File: src/rtl/clock_div_ctrl.sv
// Programmable clock divider with a registered square/pulse output, a
// double-buffered configuration interface and graceful stop at period boundaries.
module clock_div_ctrl #(
  parameter int WIDTH = 8
) (
  input  logic             clk_in,
  input  logic             rst,
  input  logic             cfg_valid,
  output logic             cfg_ready,
  input  logic [WIDTH-1:0] cfg_div,
  input  logic             cfg_pulse,
  input  logic             start,
  input  logic             stop,
  output logic             clk_out,
  output logic             tick,
  output logic             busy,
  output logic [7:0]       period_count
);

  typedef enum logic [1:0] {IDLE, RUN, PEND} state_t;

  state_t           state_q, state_nx;
  logic [WIDTH-1:0] cnt_q, cnt_nx;
  logic [WIDTH-1:0] div_q, div_nx;
  logic [WIDTH-1:0] sdiv_q, sdiv_nx;
  logic             pulse_q, pulse_nx;
  logic             spulse_q, spulse_nx;
  logic             stop_q, stop_nx;
  logic             clk_out_nx, tick_nx, busy_nx, ready_nx;
  logic [7:0]       pcount_nx;
  logic             hs;
  logic             last;

  // Divide ratios below 2 cannot form a period with both phases.
  function automatic logic [WIDTH-1:0] clamp_div(input logic [WIDTH-1:0] d);
    return (d < WIDTH'(2)) ? WIDTH'(2) : d;
  endfunction

  // ceil(d/2) without widening, so d = 2^WIDTH-1 does not overflow.
  function automatic logic [WIDTH-1:0] ceil_half(input logic [WIDTH-1:0] d);
    return (d >> 1) + {{(WIDTH-1){1'b0}}, d[0]};
  endfunction

  assign hs   = cfg_valid & cfg_ready;
  assign last = (cnt_q == div_q - WIDTH'(1));

  always_comb begin
    state_nx   = state_q;
    cnt_nx     = cnt_q;
    div_nx     = div_q;
    pulse_nx   = pulse_q;
    sdiv_nx    = sdiv_q;
    spulse_nx  = spulse_q;
    stop_nx    = stop_q;
    clk_out_nx = 1'b0;
    tick_nx    = 1'b0;
    pcount_nx  = period_count;

    case (state_q)
      IDLE: begin
        stop_nx = 1'b0;
        if (hs) begin
          div_nx   = clamp_div(cfg_div);
          pulse_nx = cfg_pulse;
        end
        if (start && !stop) begin
          state_nx   = RUN;
          cnt_nx     = '0;
          tick_nx    = 1'b1;
          clk_out_nx = 1'b1;
          pcount_nx  = 8'd0;
        end
      end
      default: begin
        stop_nx = stop_q | stop;
        if (last) begin
          // Period boundary: the next period uses the newest configuration.
          if (state_q == PEND) begin
            div_nx   = sdiv_q;
            pulse_nx = spulse_q;
          end else if (hs) begin
            div_nx   = clamp_div(cfg_div);
            pulse_nx = cfg_pulse;
          end
          cnt_nx = '0;
          if (stop_q || stop) begin
            state_nx = IDLE;
            stop_nx  = 1'b0;
          end else begin
            state_nx   = RUN;
            tick_nx    = 1'b1;
            clk_out_nx = 1'b1;
            pcount_nx  = period_count + 8'd1;
          end
        end else begin
          if (state_q == RUN && hs) begin
            sdiv_nx   = clamp_div(cfg_div);
            spulse_nx = cfg_pulse;
            state_nx  = PEND;
          end
          cnt_nx     = cnt_q + WIDTH'(1);
          clk_out_nx = !pulse_q && (cnt_nx < ceil_half(div_q));
        end
      end
    endcase

    busy_nx  = (state_nx != IDLE);
    ready_nx = (state_nx != PEND);
  end

  always_ff @(posedge clk_in) begin
    if (!rst) begin
      state_q      <= IDLE;
      cnt_q        <= '0;
      div_q        <= WIDTH'(2);
      pulse_q      <= 1'b0;
      sdiv_q       <= '0;
      spulse_q     <= 1'b0;
      stop_q       <= 1'b0;
      clk_out      <= 1'b0;
      tick         <= 1'b0;
      busy         <= 1'b0;
      cfg_ready    <= 1'b1;
      period_count <= 8'd0;
    end else begin
      state_q      <= state_nx;
      cnt_q        <= cnt_nx;
      div_q        <= div_nx;
      pulse_q      <= pulse_nx;
      sdiv_q       <= sdiv_nx;
      spulse_q     <= spulse_nx;
      stop_q       <= stop_nx;
      clk_out      <= clk_out_nx;
      tick         <= tick_nx;
      busy         <= busy_nx;
      cfg_ready    <= ready_nx;
      period_count <= pcount_nx;
    end
  end

endmodule

File: config.mk
export PLATFORM = sky130hd
export DESIGN_NAME = clock_div_ctrl
export DESIGN_NICKNAME = d
export VERILOG_FILES = /design/src/rtl/clock_div_ctrl.sv
export SDC_FILE = /design/constraint.sdc
export NUM_CORES = 1
export LEC_CHECK = 0
export BUFFER_PORTS_ARGS = -buffer_cell sky130_fd_sc_hd__buf_2
export CORE_UTILIZATION = 50
export CTS_BUF_LIST = sky130_fd_sc_hd__clkbuf_2 sky130_fd_sc_hd__clkbuf_4 sky130_fd_sc_hd__clkbuf_8
export DETAILED_ROUTE_END_ITERATION = 10
export PLACE_DENSITY = 0.66
export SETUP_SLACK_MARGIN = 0.5
export SLEW_MARGIN = 20
export SYNTH_ARGS = -nofsm -noshare
export SYNTH_HDL_FRONTEND = slang
export SYNTH_SLANG_ARGS = --single-unit
export TNS_END_PERCENT = 20
File: constraint.sdc
create_clock -name clk_in -period 2.5 [get_ports clk_in]
set_input_delay 0.125 -clock clk_in [delete_from_list [all_inputs] [get_ports clk_in]]
set_output_delay 0.125 -clock clk_in [all_outputs]
set_load 0.01 [all_outputs]
==> flow_summary.toml, run 1 <==
[floorplan]
die_x_um = 73.82
die_area_mm2 = 0.005449
core_area_mm2 = 0.004848
initial_utilization_pct = 53.19
boundaryPins = 26
die_h_um = 73.82
rows = 25

[detailed_routing]
drt-wirelength-per-cell_um = 14.91
post-route-drc-count = 0
vias_per_cell = 5.674
drtAntennaViolNets = 0
wirelength_um = 6127
first_iter_violations = 125
vias = 2332
firstDrtPassIters = 4

[sta]
fin_crit_ps = 2193
setup_violations = 0
finalCritPeriodShare_pct = 87.73
hold_viol = 0
rsz0062_at_grt = "true"
slew_violations = 0
worstMarginPinSlew_ps = 546.7
timing.hold.ws_ps = 86.17
timing.fmax_ghz = 0.4559
fin_worst_skew_ps = 9.980
relSlewSlack_pct = 63.47
setup_tns_ps = 0

[cells_and_area]
n_antenna_cell = 0
drive_gt1_share_pct = 25.87
final_common_cell = "nand2_1"
fin_nets = 369
layout_common_cells = "nand2_1, dfxtp_1, buf_2"
fill_cells = 440
syn2layout_area_growth_pct = 18.78
fin_area_mm2 = 0.003063
post-route-util_pct = 63.17

[synthesis]
seq_area_frac_synth_pct = 31.83
synthTopCellsByArea = "dfxtp_1, mux2i_1, nand2_1, ha_1, xor2_1"
async_flop_share_pct = 0
syn_area_mm2 = 0.002579
post-synth-top-area-fraction_pct = 31.83
ys.flop_type = "dfxtp_1"
synth_edf_count = 0
synth-warning-count = 0
synthCells = 312
synth_seq_cells = 41
syn_nets = 338
yosys.area.top_type = "dfxtp_1"
avgSynthCellArea_um2 = 8.265
synth_cell_types = 56

[power]
switching_power_mw = 0.4279
power_density_mw_per_mm2 = 478.9
clkPwrFrac_pct = 32.5
total_power_mw = 1.467
pwr-share-comb_pct = 19.3
p_int_mw = 1.039
pwr-share-seq_pct = 48.2
irDropWorstVdd_mv = 0.3560
switching_share_pct = 29.17
p_leak_nw = 1.220

[setup_path]
cp.required_ps = 2690
max_stage_delay_ps = 380
worstPathArrival_ps = 2380
cp_max_fo = 5
start_kind = "register"
cpMaxStageDelayCell = "dfxtp_4"
crit_family = "compound AO/OA/AOI/OAI gates"
reg2reg_slack_ps = 310
crit_buf_inv = 2
critPathKind = "reg -> reg"
path_cells = "inv_4, ha_4, o21ba_4, a221oi_2, o221a_4, o2111ai_4, buf_6, o31a_2, o21ba_1"
crit_path_end_kind = "register"

[place]
io_buffer_count = 25
place_area_mm2 = 0.002736
gp_congestion = 0.8790
hpwl_um = 4238

[run]
maxCapViolCount = 0

[global_route]
grt_start_max_net_pins = 44
grt_pass1_wl_um = 9798
grt_usage_pct = 23.85
grt-ovfl-total = 0
grt_pass1_vias = 2081
antenna_found_initial = 0

[clock_tree]
clkSinkCount = 41
root_buffer = "clkbuf_8"
cts_tree = "built"
cts_buffer_depth = 2
holdBufCountCts = 0
cts_htree_levels = 2
path_clk_slew_ps = 80
clk_latency_ps = 300
cts_buffers = 5

[outcome]
status = "completed"

[worst_hold_path]
holdCritPathClass = "in -> reg"
## cell usage after synthesis, types with 2 or more instances
master / count
or2_2: 2
or3_1: 2
o21ai_0: 17
dfxtp_1: 41
nand4b_1: 2
inv_1: 10
ha_1: 12
nor3_1: 3
o21ba_1: 2
nand4_1: 3
nand2b_1: 3
xor2_1: 11
nor2_1: 18
clkbuf_1: 8
nand3_1: 16
mux2i_1: 22
xnor2_1: 8
o211ai_1: 4
a31oi_1: 4
nand2_1: 55
a32o_1: 4
o31a_1: 3
and3_1: 6
buf_2: 6
buf_6: 3
a21boi_0: 2
and2_1: 2
o22ai_1: 2
a21oi_1: 11
nor2b_1: 2
o21a_1: 2
o211a_1: 2
## cell families (layout without fill, tap and decap cells)
kind of cell,count (synthesis),after routing,share of synthesized area [%]
adder cells (fa/ha/maj),12,12,5.822
flip-flops,41,41,31.83
AO/OA/AOI/OAI,65,66,18.00
XOR/XNOR,19,19,6.453
multiplexers,23,23,8.976
buffers and inverters,30,61,6.113
AND/OR/NAND/NOR,122,122,22.80
## layout make-up
type | instances | area (µm²) | area share [%]
flip-flops and latches | 41 | 833.3 | 27.21
clock inverters | 1 | 7.507 | 0.2451
inverters | 10 | 42.54 | 1.389
clock buffers | 7 | 90.09 | 2.941
multi-input cells | 242 | 1730 | 56.50
well taps | 67 | 83.83 | 2.737
repair buffers | 43 | 275.3 | 8.987
## registers in the layout, indices dropped and copies added (netlist names)
name and cells:
cnt_q 8, div_q 8, period_count 8, sdiv_q 8, state_q 2, busy 1
cfg_ready 1, clk_out 1, pulse_q 1, spulse_q 1, stop_q 1, tick 1
## worst paths after layout
check                                 from         endpoint  cells past startpoint
worst max register to register    div_q[0]  period_count[5]                      9
worst min-delay path            cfg_div[7]        sdiv_q[7]                      3
worst min register to register   sdiv_q[6]        sdiv_q[6]                      2
worst max-delay path              div_q[0]  period_count[5]                      9
## routing by layer
layer	track usage, %	vias to the layer above	share of wire, %
met5	0	-	0
met4	5.769	0	1.0
met3	4.527	9	4.0
met2	37.21	48	46
met1	33.78	1107	49
li1	-	1168	-
## worst min-delay path, cell delays in order
cell	delay, ps
buf_2	110
nand2_1	50
mux2i_1	50
## stage by stage
step	worst slack [ps]	instances
final	306.7	411
after global routing	204.1	411
after CTS	317.3	410
after detailed placement	140.3	390
after global placement	215.6	390
after floorplan	469.6	312
## power by group through the flow
stage / registers [mW] / logic (mW) / clock network [mW]
3_3_place_gp: 0.720 / 0.238 / 0
4_1_cts: 0.705 / 0.265 / 0.484
2_1_floorplan: 0.706 / 0.198 / 0
5_1_grt: 0.711 / 0.312 / 0.513
3_5_place_dp: 0.721 / 0.241 / 0
6_report: 0.707 / 0.283 / 0.476
## timing repair
action	4_1_cts	5_1_grt
cloned	1	1
buffers inserted	11	0
resized for setup	8	28
hold endpoints to repair	0	0
pin swaps	8	9
endpoints found under the setup margin	38	41
Note: power is estimated with default switching activity, not from simulation.
==> run 2: changes to the inputs <==
Settings changed: CELL_PAD_IN_SITES_DETAIL_PLACEMENT set to 0, CELL_PAD_IN_SITES_GLOBAL_PLACEMENT set to 1, CORE_UTILIZATION 50 to 46, PLACE_DENSITY 0.66 to 0.79.
==> run 2 against run 1 <==
Cell count rose by 0.24%. Global-route usage fell by 2.0 points. Clock skew down 7.1 ps. First-iteration DRC count fell by 22%. Sequential share of layout area increased by 0.57 points. Power down 3.6%. Maximum frequency is 1.7% higher. Routed wire length shrank 0.28%. Register-to-register slack improved by 40 ps. Critical endpoint unchanged.
==> flow_summary.toml, run 2 (synthesized netlist as in run 1, its figures left out) <==
[outcome]
status = "completed"

[clock_tree]
root_buffer = "clkbuf_8"
holdBufCountCts = 0
clk_latency_ps = 290
cts_tree = "built"
path_clk_slew_ps = 80
cts_buffers = 5
cts_htree_levels = 2
cts_buffer_depth = 2
clkSinkCount = 41

[place]
io_buffer_count = 25
place_ws_ps = 212.1
gp_congestion = 0.8170
hpwl_um = 4273
dp.cells = 395

[cells_and_area]
syn2layout_area_growth_pct = 16.50
drive_gt1_share_pct = 23.68
n_antenna_cell = 0
final_common_cell = "nand2_1"
fin_cells = 412
layout_common_cells = "nand2_1, dfxtp_1, buf_2"
fin_nets = 368

[detailed_routing]
drt-wirelength-per-cell_um = 14.83
vias = 2228
drtAntennaViolNets = 0
post-route-drc-count = 0
first_iter_violations = 97
firstDrtPassIters = 4
vias_per_cell = 5.408
wirelength_um = 6110

[power]
power_density_mw_per_mm2 = 470.6
irDropWorstVdd_mv = 0.2427
p_leak_nw = 1.214
total_power_mw = 1.414

[floorplan]
initial_utilization_pct = 49.24
die_area_mm2 = 0.005909
core_area_mm2 = 0.005238
rows = 26
die_x_um = 76.87
die_h_um = 76.87
boundaryPins = 26

[sta]
relSlewSlack_pct = 59.11
setup_tns_ps = 0
finalCritPeriodShare_pct = 86.30
rsz0062_at_grt = "true"
setup_violations = 0
fin_worst_skew_ps = 2.872
hold_viol = 0
timing.hold.ws_ps = 71.30
timing.fmax_ghz = 0.4635
worstMarginPinSlew_ps = 608.7
setup_ws_ps = 342.5
fin_crit_ps = 2158
slew_violations = 0

[run]
maxCapViolCount = 0

[setup_path]
cpMaxStageDelayCell = "dfxtp_4"
max_stage_delay_ps = 370
cp.required_ps = 2690
cp_common_cell = "o21ba_1"
crit_path_end_kind = "register"
start_kind = "register"
worstPathArrival_ps = 2350
path_cells = "inv_4, ha_4, o21ba_1, a221oi_2, o221a_4, o2111ai_4, buf_6, o31a_2, o21ba_1"
cp_max_fo = 5
critPathKind = "reg -> reg"
reg2reg_slack_ps = 340

[worst_hold_path]
holdCritPathClass = "in -> reg"

[global_route]
grt-ovfl-total = 0
antenna_found_initial = 0
grt_pass1_vias = 2008
grt_start_max_net_pins = 44
grt_usage_pct = 21.82
grt_pass1_wl_um = 10050
-- run 2: power breakdown --
group | switching (mW) | leakage [nW] | total [mW] | internal [mW]
registers | 0.0307 | 0.336 | 0.707 | 0.676
clock network | 0.231 | 0.0445 | 0.432 | 0.201
logic | 0.152 | 0.834 | 0.274 | 0.123
-- run 2: critical path, delay by kind of cell, from the launching register on --
kind                     cells  cell delay, ps
buffers and inverters        2             220
AO/OA/AOI/OAI                6            1290
adder cells (fa/ha/maj)      1             170
flip-flops                   1             370
-- run 2: what timing repair did --
action | in CTS | in global routing
setup buffers | 5 | 3
endpoints found under the hold margin | 0 | 0
resized for setup | 9 | 17
pin swaps | 5 | 3
setup endpoints to repair | 35 | 41
gates cloned | 1 | 1
-- run 2: layout make-up --
class	count	area, µm²
fill	498	2233
multi-input combinational	242	1697
sequential	41	834.6
timing repair buffer	42	264.0
tap	70	87.58
clock buffer	6	76.32
inverter	10	40.04
clock inverter	1	5.005
-- run 2: worst paths after layout --
path / start / to / cells after the start
worst max-delay path: div_q[1] / period_count[5] / 9
worst min-delay path: stop / stop_q / 3
worst max register to register: div_q[1] / period_count[5] / 9
worst min register to register: sdiv_q[5] / sdiv_q[5] / 2
-- run 2: metal layers --
metal | vias up | part of all wire (%) | track usage, %
li1 | 1161 | - | -
met1 | 1030 | 49 | 29.27
met2 | 31 | 46 | 34.38
met3 | 6 | 3.6 | 4.643
met4 | 0 | 1.2 | 7.500
met5 | - | 0 | 0
-- run 2: metrics by stage --
stage / util [%] / instance area, µm²
2_1_floorplan: - / 2605
3_3_place_gp: 52.60 / 2755
3_5_place_dp: 52.60 / 2755
4_1_cts: 55.49 / 2907
5_1_grt: 57.36 / 3004
6_report: 57.36 / 3004
==> run 3: changes to the inputs <==
Settings changed: GPL_TIMING_DRIVEN set to 0.
==> run 3 against run 2 <==
First-iteration DRC count grew 63%. Sequential share of layout area shrank 1.7 points. Routed wire length grew 5.0%. Cell count grew 4.6%. Final area grew 6.2%. Largest cell class unchanged. Largest power group unchanged. Global-route usage grew 0.90 points.
==> flow_summary.toml, run 3 (synthesized netlist as in run 1, its figures left out) <==
[outcome]
status = "completed"

[floorplan]
die_area_mm2 = 0.005909
die_h_um = 76.87
core_area_mm2 = 0.005238
rows = 26
initial_utilization_pct = 49.24
boundaryPins = 26
die_x_um = 76.87

[sta]
finalCritPeriodShare_pct = 83.98
fin_worst_skew_ps = 4.460
fin_crit_ps = 2100
worstMarginPinSlew_ps = 612.2
setup_tns_ps = 0
timing.hold.ws_ps = 70.81
setup_violations = 0
timing.fmax_ghz = 0.4763
slew_violations = 0
setup_ws_ps = 400.4
hold_viol = 0
relSlewSlack_pct = 59.19
rsz0062_at_grt = "true"

[setup_path]
crit_buf_inv = 2
crit_family = "compound AO/OA/AOI/OAI gates"
critPathKind = "reg -> reg"
crit_path_end_kind = "register"
cp_max_fo = 9
max_stage_delay_ps = 410
worstPathArrival_ps = 2350
cp.required_ps = 2750
path_cells = "buf_6, o21ba_1, a221oi_2, o221a_2, o2111ai_4, buf_6, nor4_1, o21ba_1"
cpMaxStageDelayCell = "dfxtp_1"
start_kind = "register"

[place]
io_buffer_count = 24
hpwl_um = 4510
place_area_mm2 = 0.002813
gp_congestion = 0.7780
dp.cells = 406
place_ws_ps = 177.3

[detailed_routing]
vias = 2321
first_iter_violations = 158
wirelength_um = 6413
firstDrtPassIters = 4
drtAntennaViolNets = 0
vias_per_cell = 5.385
drt-wirelength-per-cell_um = 14.88
post-route-drc-count = 0

[cells_and_area]
fin_cells = 431
n_antenna_cell = 0
fill_cells = 486
syn2layout_area_growth_pct = 23.68
final_common_cell = "nand2_1"
post-route-util_pct = 60.89
fin_nets = 386
drive_gt1_share_pct = 27.15
fin_area_mm2 = 0.003189
layout_common_cells = "nand2_1, dfxtp_1, buf_2"

[global_route]
grt-ovfl-total = 0
grt_pass1_wl_um = 10620
grt_start_max_net_pins = 14
grt_pass1_vias = 2165
grt_usage_pct = 22.72
antenna_found_initial = 0

[power]
pwr-share-seq_pct = 47.6
p_leak_nw = 1.299
p_int_mw = 1.019
irDropWorstVdd_mv = 0.2967
total_power_mw = 1.461
switching_power_mw = 0.4422
pwr-share-comb_pct = 22.1
switching_share_pct = 30.27
clkPwrFrac_pct = 30.4
power_density_mw_per_mm2 = 458.1

[clock_tree]
cts_buffer_depth = 2
clkSinkCount = 41
cts_buffers = 5
path_clk_slew_ps = 90
root_buffer = "clkbuf_8"
cts_tree = "built"
clk_latency_ps = 300
cts_htree_levels = 2

[run]
maxCapViolCount = 0

[worst_hold_path]
holdCritPathClass = "in -> reg"
[run 3: metal layers]
metal  up-vias  wire length [µm]  track usage (%)
met2        33              3055            37.77
met4         0                83            7.115
met5         -                 0                0
met1      1073              3121            29.88
li1       1208                 -                -
met3         7               152            3.690
[run 3: final timing paths]
kind                            startpoint               to  slack, ps  cells past startpoint
worst max-delay path              div_q[2]  period_count[5]        400                      8
worst min-delay path             cfg_pulse         spulse_q         70                      3
worst max register to register    div_q[2]  period_count[5]        400                      8
worst min register to register   sdiv_q[5]        sdiv_q[5]        460                      2
[run 3: repair_timing]
item,in CTS,in global routing
pin swaps,11,14
setup endpoints to repair,39,39
setup buffers,13,2
gates resized for setup,28,26
hold buffers,0,0
cloned,1,1
[run 3: tightest hold or removal path: cells and delay by family]
family / cells / cell delay (ps)
buf+inv: 1 / 110
mux: 1 / 50
simple gates: 1 / 50
[run 3: final cells by class]
cell class	count	area, µm²	area share [%]
Tap cell	70	87.58	2.746
Buffer	20	146.4	4.590
Clock buffer	5	68.82	2.158
Inverter	10	37.54	1.177
Multi-Input combinational cell	241	1740	54.57
Timing Repair Buffer	41	259.0	8.121
Clock inverter	3	17.52	0.5492
Sequential cell	41	832.0	26.09
[run 3: power groups by stage]
stage | Combinational (mW) | Sequential (mW) | Clock (mW)
floorplan | 0.198 | 0.706 | 0
global placement | 0.262 | 0.710 | 0
detailed placement | 0.264 | 0.710 | 0
CTS | 0.305 | 0.694 | 0.450
global route | 0.355 | 0.698 | 0.482
finish | 0.323 | 0.695 | 0.444
